<file path="config.mk">
export PLATFORM = sky130hd
export DESIGN_NAME = mem_bus_arbiter_flat
export DESIGN_NICKNAME = d
export VERILOG_FILES = /design/src/rtl/mem_arb_pkg.sv /design/src/rtl/mem_bus_arbiter_if.sv /design/src/rtl/mem_bus_arbiter_rr_arbiter2.sv /design/src/rtl/mem_bus_arbiter.sv /design/src/flat_wrapper.sv
export SDC_FILE = /design/constraint.sdc
export NUM_CORES = 1
export LEC_CHECK = 0
export BUFFER_PORTS_ARGS = -buffer_cell sky130_fd_sc_hd__buf_2
export CAP_MARGIN = 25
export CORE_AREA = 3 3 122 124
export DETAILED_ROUTE_END_ITERATION = 10
export DIE_AREA = 0 0 125 127
export MAX_ROUTING_LAYER = met4
export SYNTH_ARGS = -nofsm -noshare
export SYNTH_HDL_FRONTEND = slang
export SYNTH_SLANG_ARGS = --single-unit
export TNS_END_PERCENT = 1
</file>
<file path="constraint.sdc">
create_clock -name clk -period 4.95 [get_ports clk]
set_input_delay 0.495 -clock clk [delete_from_list [all_inputs] [get_ports clk]]
set_output_delay 0.495 -clock clk [all_outputs]
set_load 0.02 [all_outputs]
</file>
<file path="src/rtl/mem_arb_pkg.sv">
// rtl/mem_arb_pkg.sv - shared types and constants for the two-master memory bus arbiter
package mem_arb_pkg;

  typedef enum logic {
    IDLE = 1'b0,
    BUSY = 1'b1
  } state_t;

  localparam int NUM_MASTERS = 2;
  localparam logic [31:0] ERR_DATA_DEFAULT = 32'hDEAD_BEEF;

  // Round-robin pointer after a completion: favour whichever master was not just served.
  function automatic logic next_ptr(input logic [1:0] served);
    return served[0];
  endfunction

endpackage

</file>
<file path="src/rtl/mem_bus_arbiter_if.sv">
// rtl/mem_bus_arbiter_if.sv - two request ports plus one shared slave port
interface mem_bus_arbiter_if #(
  parameter int ADDR_W = 32,
  parameter int DATA_W = 32
);
  localparam int STRB_W = DATA_W / 8;

  logic              m0_valid;
  logic              m0_instr;
  logic [ADDR_W-1:0] m0_addr;
  logic [DATA_W-1:0] m0_wdata;
  logic [STRB_W-1:0] m0_wstrb;
  logic              m0_ready;
  logic [DATA_W-1:0] m0_rdata;

  logic              m1_valid;
  logic              m1_instr;
  logic [ADDR_W-1:0] m1_addr;
  logic [DATA_W-1:0] m1_wdata;
  logic [STRB_W-1:0] m1_wstrb;
  logic              m1_ready;
  logic [DATA_W-1:0] m1_rdata;

  logic              s_valid;
  logic              s_instr;
  logic [ADDR_W-1:0] s_addr;
  logic [DATA_W-1:0] s_wdata;
  logic [STRB_W-1:0] s_wstrb;
  logic              s_ready;
  logic [DATA_W-1:0] s_rdata;

  // Arbiter's view: it serves both masters and drives the shared slave request.
  modport slave (
    input  m0_valid, m0_instr, m0_addr, m0_wdata, m0_wstrb,
    output m0_ready, m0_rdata,
    input  m1_valid, m1_instr, m1_addr, m1_wdata, m1_wstrb,
    output m1_ready, m1_rdata,
    output s_valid, s_instr, s_addr, s_wdata, s_wstrb,
    input  s_ready, s_rdata
  );

  // Environment's view: the two masters and the memory behind the arbiter.
  modport master (
    output m0_valid, m0_instr, m0_addr, m0_wdata, m0_wstrb,
    input  m0_ready, m0_rdata,
    output m1_valid, m1_instr, m1_addr, m1_wdata, m1_wstrb,
    input  m1_ready, m1_rdata,
    input  s_valid, s_instr, s_addr, s_wdata, s_wstrb,
    output s_ready, s_rdata
  );

endinterface

</file>
<file path="src/rtl/mem_bus_arbiter_rr_arbiter2.sv">
// rtl/mem_bus_arbiter_rr_arbiter2.sv - two-way round-robin priority select
module rr_arbiter2 (
  input  logic [1:0] req,
  input  logic       ptr,
  output logic [1:0] gnt
);

  // A lone requester always wins; on contention the pointer picks the winner.
  always_comb begin
    gnt = 2'b00;
    case (req)
      2'b01:   gnt = 2'b01;
      2'b10:   gnt = 2'b10;
      2'b11:   gnt = ptr ? 2'b10 : 2'b01;
      default: gnt = 2'b00;
    endcase
  end

endmodule

</file>
<file path="src/rtl/mem_bus_arbiter.sv">
// rtl/mem_bus_arbiter.sv - two-master to one-slave memory bus arbiter with wait timeout
module mem_bus_arbiter
  import mem_arb_pkg::*;
#(
  parameter int              ADDR_W   = 32,
  parameter int              DATA_W   = 32,
  parameter int              TIMEOUT  = 256,
  parameter logic [DATA_W-1:0] ERR_DATA = DATA_W'(ERR_DATA_DEFAULT)
) (
  input  logic               clk,
  input  logic               reset,
  mem_bus_arbiter_if.slave   bus,
  output logic [1:0]         grant,
  output logic               timeout_err
);

  localparam int STRB_W = DATA_W / 8;
  localparam int CNT_W  = $clog2(TIMEOUT) + 1;
  localparam logic [CNT_W-1:0] CNT_LAST = CNT_W'(TIMEOUT - 1);

  state_t             state_q;
  state_t             state_d;
  logic [1:0]         grant_q;
  logic               ptr_q;
  logic [CNT_W-1:0]   cnt_q;
  logic [1:0]         arb_gnt;
  logic               busy;
  logic               timeout_hit;
  logic               done;
  logic [ADDR_W-1:0]  sel_addr;
  logic [DATA_W-1:0]  sel_wdata;
  logic [STRB_W-1:0]  sel_wstrb;
  logic               sel_instr;
  logic [DATA_W-1:0]  ret_data;

  rr_arbiter2 u_rr (
    .req ({bus.m1_valid, bus.m0_valid}),
    .ptr (ptr_q),
    .gnt (arb_gnt)
  );

  assign busy        = (state_q == BUSY);
  // A same-cycle s_ready beats the timeout, so the real data wins.
  assign timeout_hit = busy && !bus.s_ready && (cnt_q == CNT_LAST);
  assign done        = busy && (bus.s_ready || timeout_hit);
  assign grant       = grant_q;
  assign timeout_err = timeout_hit;

  // State register.
  always_ff @(posedge clk or posedge reset) begin
    if (reset) state_q <= IDLE;
    else       state_q <= state_d;
  end

  // Next state: start on any request, finish on slave ready or timeout.
  always_comb begin
    state_d = state_q;
    case (state_q)
      IDLE:    if (arb_gnt != 2'b00) state_d = BUSY;
      BUSY:    if (done)             state_d = IDLE;
      default: state_d = IDLE;
    endcase
  end

  // Grant, round-robin pointer and wait counter; requests dropping mid-transfer are ignored.
  always_ff @(posedge clk or posedge reset) begin
    if (reset) begin
      grant_q <= 2'b00;
      ptr_q   <= 1'b0;
      cnt_q   <= '0;
    end else if (state_q == IDLE) begin
      grant_q <= arb_gnt;
      cnt_q   <= '0;
    end else if (done) begin
      grant_q <= 2'b00;
      ptr_q   <= next_ptr(grant_q);
      cnt_q   <= '0;
    end else begin
      cnt_q   <= cnt_q + 1'b1;
    end
  end

  // Request mux from the owning master.
  always_comb begin
    sel_addr  = bus.m0_addr;
    sel_wdata = bus.m0_wdata;
    sel_wstrb = bus.m0_wstrb;
    sel_instr = bus.m0_instr;
    if (grant_q[1]) begin
      sel_addr  = bus.m1_addr;
      sel_wdata = bus.m1_wdata;
      sel_wstrb = bus.m1_wstrb;
      sel_instr = bus.m1_instr;
    end
  end

  // Outputs: slave request mirrors the owner while BUSY, everything zero otherwise.
  always_comb begin
    bus.s_valid  = 1'b0;
    bus.s_instr  = 1'b0;
    bus.s_addr   = '0;
    bus.s_wdata  = '0;
    bus.s_wstrb  = '0;
    bus.m0_ready = 1'b0;
    bus.m1_ready = 1'b0;
    bus.m0_rdata = '0;
    bus.m1_rdata = '0;
    ret_data     = timeout_hit ? ERR_DATA : bus.s_rdata;
    if (busy) begin
      bus.s_valid = 1'b1;
      bus.s_instr = sel_instr;
      bus.s_addr  = sel_addr;
      bus.s_wdata = sel_wdata;
      bus.s_wstrb = sel_wstrb;
      if (grant_q[0]) begin
        bus.m0_ready = done;
        bus.m0_rdata = ret_data;
      end
      if (grant_q[1]) begin
        bus.m1_ready = done;
        bus.m1_rdata = ret_data;
      end
    end
  end

endmodule

</file>
<file path="src/flat_wrapper.sv">
// flat-port wrapper written by rule: the top's interface ports become plain ports
module mem_bus_arbiter_flat import mem_arb_pkg::*;
#(
  parameter int              ADDR_W   = 32,
  parameter int              DATA_W   = 32,
  parameter int              TIMEOUT  = 256,
  parameter logic [DATA_W-1:0] ERR_DATA = DATA_W'(ERR_DATA_DEFAULT)
)
  (clk, reset, grant, timeout_err, bus_m0_valid, bus_m0_instr, bus_m0_addr, bus_m0_wdata, bus_m0_wstrb, bus_m0_ready, bus_m0_rdata, bus_m1_valid, bus_m1_instr, bus_m1_addr, bus_m1_wdata, bus_m1_wstrb, bus_m1_ready, bus_m1_rdata, bus_s_valid, bus_s_instr, bus_s_addr, bus_s_wdata, bus_s_wstrb, bus_s_ready, bus_s_rdata);
  mem_bus_arbiter_if #(.ADDR_W(ADDR_W), .DATA_W(DATA_W)) bus_i ();
  input  logic clk;
  input  logic reset;
  output logic [1:0] grant;
  output logic timeout_err;
  input wire logic [$bits(bus_i.m0_valid)-1:0] bus_m0_valid;
  input wire logic [$bits(bus_i.m0_instr)-1:0] bus_m0_instr;
  input wire logic [$bits(bus_i.m0_addr)-1:0] bus_m0_addr;
  input wire logic [$bits(bus_i.m0_wdata)-1:0] bus_m0_wdata;
  input wire logic [$bits(bus_i.m0_wstrb)-1:0] bus_m0_wstrb;
  output wire logic [$bits(bus_i.m0_ready)-1:0] bus_m0_ready;
  output wire logic [$bits(bus_i.m0_rdata)-1:0] bus_m0_rdata;
  input wire logic [$bits(bus_i.m1_valid)-1:0] bus_m1_valid;
  input wire logic [$bits(bus_i.m1_instr)-1:0] bus_m1_instr;
  input wire logic [$bits(bus_i.m1_addr)-1:0] bus_m1_addr;
  input wire logic [$bits(bus_i.m1_wdata)-1:0] bus_m1_wdata;
  input wire logic [$bits(bus_i.m1_wstrb)-1:0] bus_m1_wstrb;
  output wire logic [$bits(bus_i.m1_ready)-1:0] bus_m1_ready;
  output wire logic [$bits(bus_i.m1_rdata)-1:0] bus_m1_rdata;
  output wire logic [$bits(bus_i.s_valid)-1:0] bus_s_valid;
  output wire logic [$bits(bus_i.s_instr)-1:0] bus_s_instr;
  output wire logic [$bits(bus_i.s_addr)-1:0] bus_s_addr;
  output wire logic [$bits(bus_i.s_wdata)-1:0] bus_s_wdata;
  output wire logic [$bits(bus_i.s_wstrb)-1:0] bus_s_wstrb;
  input wire logic [$bits(bus_i.s_ready)-1:0] bus_s_ready;
  input wire logic [$bits(bus_i.s_rdata)-1:0] bus_s_rdata;
  assign bus_i.m0_valid = bus_m0_valid;
  assign bus_i.m0_instr = bus_m0_instr;
  assign bus_i.m0_addr = bus_m0_addr;
  assign bus_i.m0_wdata = bus_m0_wdata;
  assign bus_i.m0_wstrb = bus_m0_wstrb;
  assign bus_m0_ready = bus_i.m0_ready;
  assign bus_m0_rdata = bus_i.m0_rdata;
  assign bus_i.m1_valid = bus_m1_valid;
  assign bus_i.m1_instr = bus_m1_instr;
  assign bus_i.m1_addr = bus_m1_addr;
  assign bus_i.m1_wdata = bus_m1_wdata;
  assign bus_i.m1_wstrb = bus_m1_wstrb;
  assign bus_m1_ready = bus_i.m1_ready;
  assign bus_m1_rdata = bus_i.m1_rdata;
  assign bus_s_valid = bus_i.s_valid;
  assign bus_s_instr = bus_i.s_instr;
  assign bus_s_addr = bus_i.s_addr;
  assign bus_s_wdata = bus_i.s_wdata;
  assign bus_s_wstrb = bus_i.s_wstrb;
  assign bus_i.s_ready = bus_s_ready;
  assign bus_i.s_rdata = bus_s_rdata;
  mem_bus_arbiter #(.ADDR_W(ADDR_W), .DATA_W(DATA_W), .TIMEOUT(TIMEOUT), .ERR_DATA(ERR_DATA)) u_core (.clk(clk), .reset(reset), .bus(bus_i), .grant(grant), .timeout_err(timeout_err));
endmodule
</file>
[Yosys cells after proc, flatten, opt, wreduce, memory -nomap -nowiden]
Cells that the tools add are included.
Cells by class
  multiplexer cells: 27
  add/sub/neg operators: 1
  reductions and logical operators: 7
  equality and inequality tests: 5
  bitwise gates (word level): 1
Operators by type and width (number)
  $mux 32: 9
  $mux 9: 2
  $add 9x1->9 const B: 1
  $eq 9x8->1 const B: 1
  $mux 1: 9
  $mux 4: 2
  $mux 2: 3
  $pmux 2 s3: 1
  $eq 2x2->1 const B: 2
  $logic_and 1x1->1: 3
  $eq 2x1->1 const B: 1
  $ne 2x2->1 const B: 1
  $pmux 1 s2: 1
  $reduce_and 2->1: 1
  $reduce_bool 2->1: 1
  $logic_not 1->1: 1
  $logic_or 1x1->1: 1
  $not 1->1: 1
Storage, ports and cells
  bits in registers: 13
  logic and storage cells: 45
  output and inout port bits: 139

[Longest topological paths before layout]
Gate-level depths: netlist of the first run.
  depth in word-level cells: 7
  mapped depth: 9
  depth with buffers taken out: 7

[By module]
A second synthesis of the first run with hierarchy kept.
Unflattened totals
  cell total of the unflattened synthesis: 317
  area total of the unflattened synthesis: 2250.9 um^2
By module, submodules not included
  mem_bus_arbiter: cells an instance 314, area an instance 2232.1 um^2, seq. area each 325.3 um^2, instances 1
  rr_arbiter2: cells an instance 3, area an instance 18.8 um^2, seq. area each 0.0 um^2, instances 1

[Least setup slack after synthesis of the first run]
No wires, ideal clock.
  path type: flip-flop to output port
  from: register u_core.cnt_q[0]
  to: output bus_m1_rdata[19]
  setup slack: 2678 ps
  arrival: 1777 ps
  path buffers: 2
  cell stages (with the launch flop): 10
  cells stage by stage: dfrtp_1 -> ha_1 -> nand3_1 -> nor2_1 -> ha_1 -> and3b_1 -> buf_2 -> buf_4 -> nor2_1 -> nor2_1
On the way
  longest elaborated chain between the ends: 5
RTL lines
  start, declared: line mem_bus_arbiter.sv:25  | logic [CNT_W-1:0] cnt_q;
  start signal, assigned: line mem_bus_arbiter.sv:79  | cnt_q <= cnt_q + 1'b1;
  $eq 9x8->1: line mem_bus_arbiter.sv:44  | assign timeout_hit = busy && !bus.s_ready && (cnt_q == CNT_LAST);
  $logic_and 1x1->1: line mem_bus_arbiter.sv:44
  named net timeout_err: line flat_wrapper.sv:14  | output logic timeout_err;
  $mux 32: line mem_bus_arbiter.sv:108  | ret_data = timeout_hit ? ERR_DATA : bus.s_rdata;
  $mux 32: line mem_bus_arbiter.sv:119  | if (grant_q[1]) begin
  $mux 32: line mem_bus_arbiter.sv:109  | if (busy) begin
  end, declared: line flat_wrapper.sv:28  | output wire logic [$bits(bus_i.m1_rdata)-1:0] bus_m1_rdata;
The timed path passes the listed nets, and every way through them passes these cells.

[Worst setup path after layout of the first run]
  from: register u_core.cnt_q[0]
  to: output bus_m1_rdata[13]
On the way
  longest elaborated chain between the ends: 5
RTL lines (line)
  $eq 9x8->1: mem_bus_arbiter.sv:44
  $logic_and 1x1->1: mem_bus_arbiter.sv:44
  $mux 32: mem_bus_arbiter.sv:108
  $mux 32: mem_bus_arbiter.sv:119
  $mux 32: mem_bus_arbiter.sv:109
Every way passes these cells.

==> results.md, run 1 <==
* Outcome: finished clean
* Initial DRT Pass Iterations at 4
* Largest net degree at the start of global routing at 74
* Die width at 125 um
* Vias at 3160
* Max FO, Critical Path at 25
* Crit path launch type: flop
* Slowest CP cell: and3b_1
* Die height at 127 um
* DRC Markers at 0
* Die area at ~16000 sq um
* Clk buf depth at 2
* Fmax at about 330 MHz
* Post-Synthesis Cell Area at around 2000 sq um
* Ys Warns at 0
* Initial Utilization at 14.7%
* Yosys reg bits at 13
* Design area at 3830 sq um
* Worst r2r path cells at 6
* Resized cells post-CTS at 0
* Grt total ovfl at 0
* Max Cap Viol at 0
* Clock sink total at 13
* Most frequent cells in the layout: 313 x buf_2, 153 x nor2_1, 69 x mux2i_1, 17 x and2_1, 12 x dfrtp_1
* ANT cells at 0
* Wire per inst at roughly 13 um
* Synthesized Nets at around 500
* Critical path endpoint category: output port
* Dpl hpwl at 8.94 mm
* CTS tree: done
* Total core area at around 14000 sq um
* Gpl congestion at between 0.7 and 0.8
* Layout cells sized above 1 at between 50% and 60%
* Htree depth at 1
* Leakage at 2.25 nW
* Count of cell types in the netlist at 25
* Fin util at approximately 28%
* Clock root buffer: clkbuf_16
* Filler cell count at 1600
* First-pass GRT wire length at roughly 16 mm
* Worst R2R End: u_core.cnt_q[7]$_DFF_PP0_
* Initial antenna violation count at 0
* Layout net count at about 790
* Port bufs at ~310
* Setup Buffers After CTS at 0
* Post-place instance area at ~3700 sq um
* # hold bufs at CTS at 0
* Vias in the first global route at 2999
* Setup WS pre-CTS at about 2200 ps
* Worst skew pair latency at roughly 240 ps
* Worst endpoint required time at roughly 4500 ps
* Critical Path AT at around 2500 ps
* GRT Overall Usage at between 10 and 15%
* Fin. max-slew vios at 0
* Hold WC Path Type: in -> async
* Slew @ Worst Pin at between 1000 and 1500 ps
* Max_slew headroom at around a third
* Synth-to-layout area growth at 87.5%
* Final hold vios at 0
* Clk slew on worst S/H paths at about 40 ps
* Rows at 43
* Post-DRT Antenna Nets at 0
* Unrepaired setup endpoints after global routing: no
* Clock Skews at approximately 1.3 ps
* Drt first-iter violations at 97
* Gate Count Post-Synth at 313
* Sum Neg Setup Slack at 0 ps
* Vias per inst at ~4.0
* R2R Path Start: u_core.cnt_q[0]$_DFF_PP0_
* Num CTS Buffers at 3
* Critical path type: reg -> out
* Tcrit/Tclk final at approximately 61%
* Worst setup margin at 1930 ps
* Max rail drop VDD at around 0.11 mV
* Final setup viols at 0
* Crit-path cells: ha_1, nand3_1, nor2_1, ha_1, and3b_1, nor2_1, nor2_1, buf_2
* Crit-path max cell delay at 710 ps
* Ports at 314
* Post-synthesis sequential area ratio at ~16%
* Syn_area_per_cell at ~6.5 sq um
* Commonest non-fill, non-tap cell in the layout: buf_2
* Worst R2R Setup Slack at ~3200 ps
* P per Cell Area at slightly below 300 nW/um^2
* Final WL at roughly 10 mm
* Most common cell type on the critical path: nor2_1
* Fin crit period at between 3000 and 4000 ps
sequential cells by signal (all words and copies together), names as in the netlist:
register      cells
u_core.cnt_q      9
u_core.busy       1
u_core.grant      2
u_core.ptr_q      1
through the flow:
step | instances | power (mW) | hold slack (ps)
final | 789 | 1.13 | 275
after global routing | 789 | 1.22 | 326
after CTS | 789 | 1.16 | 299
after detailed placement | 785 | 1.00 | 456
after global placement | 785 | 1.00 | 444
after floorplan | 313 | 0.686 | 372
cells by family (layout without fill, tap and decap cells):
group | after synthesis | count (layout) | synth area share [%]
adders and majority gates | 2 | 2 | 1.23
DFF | 13 | 13 | 15.9
buffers and inverters | 27 | 323 | 6.13
xor gates and xnor gates | 3 | 3 | 1.29
and+or+nand+nor | 188 | 188 | 38.1
AOI/OAI and AO/OA | 11 | 11 | 3.49
muxes | 69 | 69 | 33.8
routing by layer:
metal  vias to the layer above  part of all wire (%)  global-route usage, %
met5                         -                     0                      -
met4                         0                   1.4                   2.36
met3                        10                   8.8                   2.01
met2                       196                    51                   22.3
met1                      1345                    39                   14.3
li1                       1609                     -                      -
how the worst max path moves through the flow:
stage	startpoint	endpoint	slack (ps)
2_1_floorplan	u_core.cnt_q[0]$_DFF_PP0_	bus_m1_rdata[19]	2680
3_3_place_gp	u_core.cnt_q[0]$_DFF_PP0_	bus_m1_rdata[13]	2230
3_5_place_dp	u_core.cnt_q[0]$_DFF_PP0_	bus_m1_rdata[13]	2160
4_1_cts	u_core.cnt_q[0]$_DFF_PP0_	bus_m1_rdata[13]	1890
5_1_grt	u_core.cnt_q[0]$_DFF_PP0_	bus_m1_rdata[13]	1640
6_report	u_core.cnt_q[0]$_DFF_PP0_	bus_m1_rdata[13]	1930
where the power goes:
| part | total (mW) | internal [mW] | switching [mW] |
|---|---|---|---|
| clock | 0.153 | 0.109 | 0.0442 |
| sequential | 0.140 | 0.119 | 0.0204 |
| combinational | 0.840 | 0.306 | 0.535 |
| total | 1.13 | 0.534 | 0.599 |
worst max-delay path, delay by kind of cell, from the launching register on:
| kind | cells | cell delay (ps) |
|---|---|---|
| and+or+nand+nor | 5 | 1240 |
| adders and majority gates | 2 | 470 |
| buffers and inverters | 1 | 200 |
| DFF | 1 | 360 |
Yosys cell counts:
| library cell | number | area share, % |
|---|---|---|
| xnor2_1 | 1 | 0.43 |
| a21oi_2 | 1 | 0.43 |
| ha_1 | 2 | 1.2 |
| buf_4 | 2 | 0.74 |
| a21o_1 | 1 | 0.37 |
| a21oi_1 | 2 | 0.49 |
| xor2_1 | 2 | 0.86 |
| mux2i_1 | 69 | 34 |
| nor2_1 | 153 | 28 |
| nor3_1 | 1 | 0.25 |
| buf_2 | 11 | 2.7 |
| nand2_1 | 5 | 0.92 |
| and2_1 | 17 | 5.2 |
| nor2b_1 | 1 | 0.31 |
| nand3_1 | 4 | 0.98 |
| clkbuf_1 | 11 | 2.0 |
| inv_1 | 2 | 0.37 |
| dfrtp_1 | 13 | 16 |
| inv_4 | 1 | 0.31 |
| nand4_1 | 1 | 0.31 |
| nand2b_1 | 1 | 0.31 |
| or3_1 | 4 | 1.2 |
| a32o_1 | 2 | 0.98 |
| o21ai_0 | 5 | 1.2 |
| and3b_1 | 1 | 0.43 |
cell type report:
type / instances / area (sq um) / share of cell area (%)
multi-input cells: 273 / 1590 / 41.6
repair buffers: 316 / 1590 / 41.5
flip-flops and latches: 13 / 329 / 8.60
well taps: 180 / 225 / 5.89
clock buffers: 4 / 78.8 / 2.06
inverters: 3 / 13.8 / 0.360
No activity file was read; power rests on OpenSTA's default activity.
==> run 2, diff against run 1 <==
--- a/config.mk
+++ b/config.mk
@@ -5,11 +5,12 @@
 export SDC_FILE = /design/constraint.sdc
 export NUM_CORES = 1
 export LEC_CHECK = 0
+export ABC_AREA = 1
 export BUFFER_PORTS_ARGS = -buffer_cell sky130_fd_sc_hd__buf_2
 export CAP_MARGIN = 25
-export CORE_AREA = 3 3 122 124
+export CORE_AREA = 3 3 120 122
 export DETAILED_ROUTE_END_ITERATION = 10
-export DIE_AREA = 0 0 125 127
+export DIE_AREA = 0 0 123 125
 export MAX_ROUTING_LAYER = met4
 export SYNTH_ARGS = -nofsm -noshare
 export SYNTH_HDL_FRONTEND = slang
==> constraint.sdc (replaced) <==
create_clock -name clk -period 2.52 [get_ports clk]
set_input_delay 0.252 -clock clk [delete_from_list [all_inputs] [get_ports clk]]
set_output_delay 0.252 -clock clk [all_outputs]
set_load 0.02 [all_outputs]
==> run 2 against run 1 <==
Register-to-register slack got worse by 2400 ps. Sequential power rose by 100%. Hold slack got worse by 250 ps.
==> results.md, run 2 <==
* Grt total ovfl at 0
* Final setup viols at 0
* Worst setup margin at between 100 and 150 ps
* Critical Path AT at around 2200 ps
* Worst R2R End: u_core.ptr_q$_DFFE_PP0P_
* Filler cell count at between 1000 and 1500
* Comb pwr share at between 80 and 90%
* Flop pwr share at under 10%
* P per Cell Area at 909 nW/um^2
* Rows at 42
* Outcome: finished clean
* Final WL at 11.0 mm
* Layout cells sized above 1 at between 40% and 50%
* Largest net degree at the start of global routing at 75
* Drt first-iter violations at just under 200
* Layout net count at between 800 and 900
* Crit-path max cell delay at 380 ps
* Fin crit period at ~2400 ps
* Critical path endpoint category: output port
* Critical path type: reg -> out
* ANT cells at 0
* Port bufs at around 310
* Worst endpoint required time at 2270 ps
* Worst r2r path cells at 8
* Gpl congestion at 0.898
* Max_slew headroom at between 60% and 70%
* Total core area at ~13000 sq um
* Gate Count Post-Synth at roughly 410
* Max rail drop VDD at between 0.6 and 0.7 mV
* Htree depth at 1
* Final hold vios at 0
* Async set or reset register ratio after synthesis at 100%
* Ys flop type: dfrtp_1
* Post-DRT Antenna Nets at 0
* Vias at 3588
* Most frequent cells in the layout: 291 x buf_2, 240 x nor2_1, 73 x o21ai_0, 30 x buf_4, 21 x nand2_1
* Worst skew pair latency at 240 ps
* Fin. max-slew vios at 0
* Biggest register: u_core.cnt_q
* Initial DRT Pass Iterations at 4
* First-pass GRT wire length at between 15 and 20 mm
* Slowest CP cell: dfrtp_1
* Unrepaired setup endpoints after global routing: yes
* Ranking of synthesized cells by area: nor2_1 46%, o21ai_0 18%, dfrtp_1 16%
* Clock Skews at approximately 0.94 ps
* Clk buf depth at 2
* Count of cell types in the netlist at 18
* Synth top area share at between 40% and 50%
* Crit path launch type: flop
* Fmax at a little over 400 MHz
* DRC Markers at 0
* Switching Power at 2.18 mW
* Clock sink total at 13
* Max Cap Viol at 0
* Synth-to-layout area growth at 99.9%
* Commonest non-fill, non-tap cell in the layout: buf_2
* Clk slew on worst S/H paths at around 50 ps
* Hold WC Path Type: in -> async
* Max reg flops at 9
* R2R Path Start: u_core.cnt_q[0]$_DFF_PP0_
* Dpl hpwl at roughly 8.6 mm
* Max FO, Critical Path at 12
* Setup WS pre-CTS at 311 ps
* Vias per inst at just over 4
* Wire per inst at between 10 and 15 um
* CP top delay family: buffers and inverters
* Ys Warns at 0
* Yosys reg bits at 13
* Die width at ~120 um
* Cell with the most instances after synthesis: nor2_1
* Post-synthesis sequential area ratio at between 15 and 20%
* Vias in the first global route at between 3000 and 4000
* Crit-path cells: ha_2, nand2_2, inv_2, nand2_2, nor2_2, ha_2, inv_2, nor3_4, buf_6, clkbuf_16, nor2_1, nor2_1, buf_4
* Int Pwr at 1.45 mW
* Post-Synthesis Cell Area at ~2000 sq um
* Num CTS Buffers at 3
* Post-synth EDFFs at 0
* CTS tree: done
* Die area at roughly 15000 sq um
* Tcrit/Tclk final at a little over nine tenths
* Synth top cells by count: 243 x nor2_1, 73 x o21ai_0, 23 x nand2_1, 18 x clkbuf_1, 13 x dfrtp_1
* Initial antenna violation count at 0
* Leakage at 2.41 nW
* Initial Utilization at roughly 15%
* Part of the power in the clock network at 8.3%
* Worst R2R Setup Slack at 800 ps
* Synthesized Nets at ~590
* WP buf/inv at 5
* Ports at 314
* Slew @ Worst Pin at approximately 560 ps
* Syn_area_per_cell at 4.86 sq um
* Clock root buffer: clkbuf_16
* # hold bufs at CTS at 0
* Die height at approximately 130 um
* GRT Overall Usage at 12.5%
* Area leader, netlist: nor2_1
* Sw Ratio at 60.1%
* Fin Hold WS at 26.8 ps
[run 2: changes by cell type after synthesis, moves of 2 or more]
cell,previous run,this run
a32o_1,2,0
and2_1,17,0
buf_6,0,2
clkbuf_1,11,18
inv_1,2,12
inv_2,0,2
mux2i_1,69,0
nand2_1,5,23
nor2_1,153,243
o21ai_0,5,73
or3_1,4,0
xor2_1,2,0
[run 2: layout make-up]
type                    count  area (sq um)  share of cell area, %
multi-input cells         353          1490                   37.3
clock buffers               3          75.1                   1.88
inverters                  14          52.6                   1.32
repair buffers            328          1820                   45.7
clock inverters             1          5.00                  0.125
well taps                 176           220                   5.52
flip-flops and latches     13           328                   8.21
[run 2: how the worst max path moves through the flow]
stage | slack, ps | depth (start not counted) | startpoint | to
6_report | 110 | 13 | u_core.cnt_q[0]$_DFF_PP0_ | bus_m0_rdata[10]
5_1_grt | -20 | 13 | u_core.cnt_q[0]$_DFF_PP0_ | bus_m0_rdata[10]
4_1_cts | 50 | 12 | u_core.cnt_q[0]$_DFF_PP0_ | bus_m0_rdata[23]
3_5_place_dp | 310 | 12 | u_core.cnt_q[0]$_DFF_PP0_ | bus_m0_rdata[23]
3_3_place_gp | 350 | 12 | u_core.cnt_q[0]$_DFF_PP0_ | bus_m0_rdata[23]
2_1_floorplan | 440 | 11 | u_core.cnt_q[0]$_DFF_PP0_ | bus_m0_rdata[18]
[run 2: per-layer routing]
layer	GRT usage (%)	part of all wire (%)
met1	15.0	41
met5	-	0
met3	1.72	7.9
met2	23.1	51
met4	0.717	0.22
[run 2: cells by family after synthesis]
kind of cell	synth area share, %
buf+inv	10.0
compound gates	19.8
fa+ha+maj	1.25
simple gates	52.6
flops	16.3
[run 2: timing repair]
item,4_1_cts,5_1_grt
buffers inserted,0,2
gates resized for setup,0,36
endpoints found under the setup margin,0,63
[run 2: per-stage QoR]
step / instance area [sq um] / total power [mW] / util [%] / instances / setup TNS [ps]
3_5_place_dp: 3760 / 3.32 / 28.3 / 880 / 0
3_3_place_gp: 3760 / 3.33 / 28.3 / 880 / 0
6_report: 3990 / 3.63 / 30.0 / 888 / 0
5_1_grt: 3990 / 3.95 / 30.0 / 888 / -169
2_1_floorplan: 2000 / 2.20 / - / 411 / 0
4_1_cts: 3840 / 3.63 / 28.9 / 884 / 0
[run 2: power groups by stage]
stage / combinational (mW) / clock (mW) / sequential, mW
after floorplan: 1.90 / 0 / 0.297
after global placement: 3.04 / 0 / 0.283
after detailed placement: 3.03 / 0 / 0.284
after CTS: 3.04 / 0.309 / 0.281
after global routing: 3.33 / 0.328 / 0.286
final: 3.05 / 0.303 / 0.280
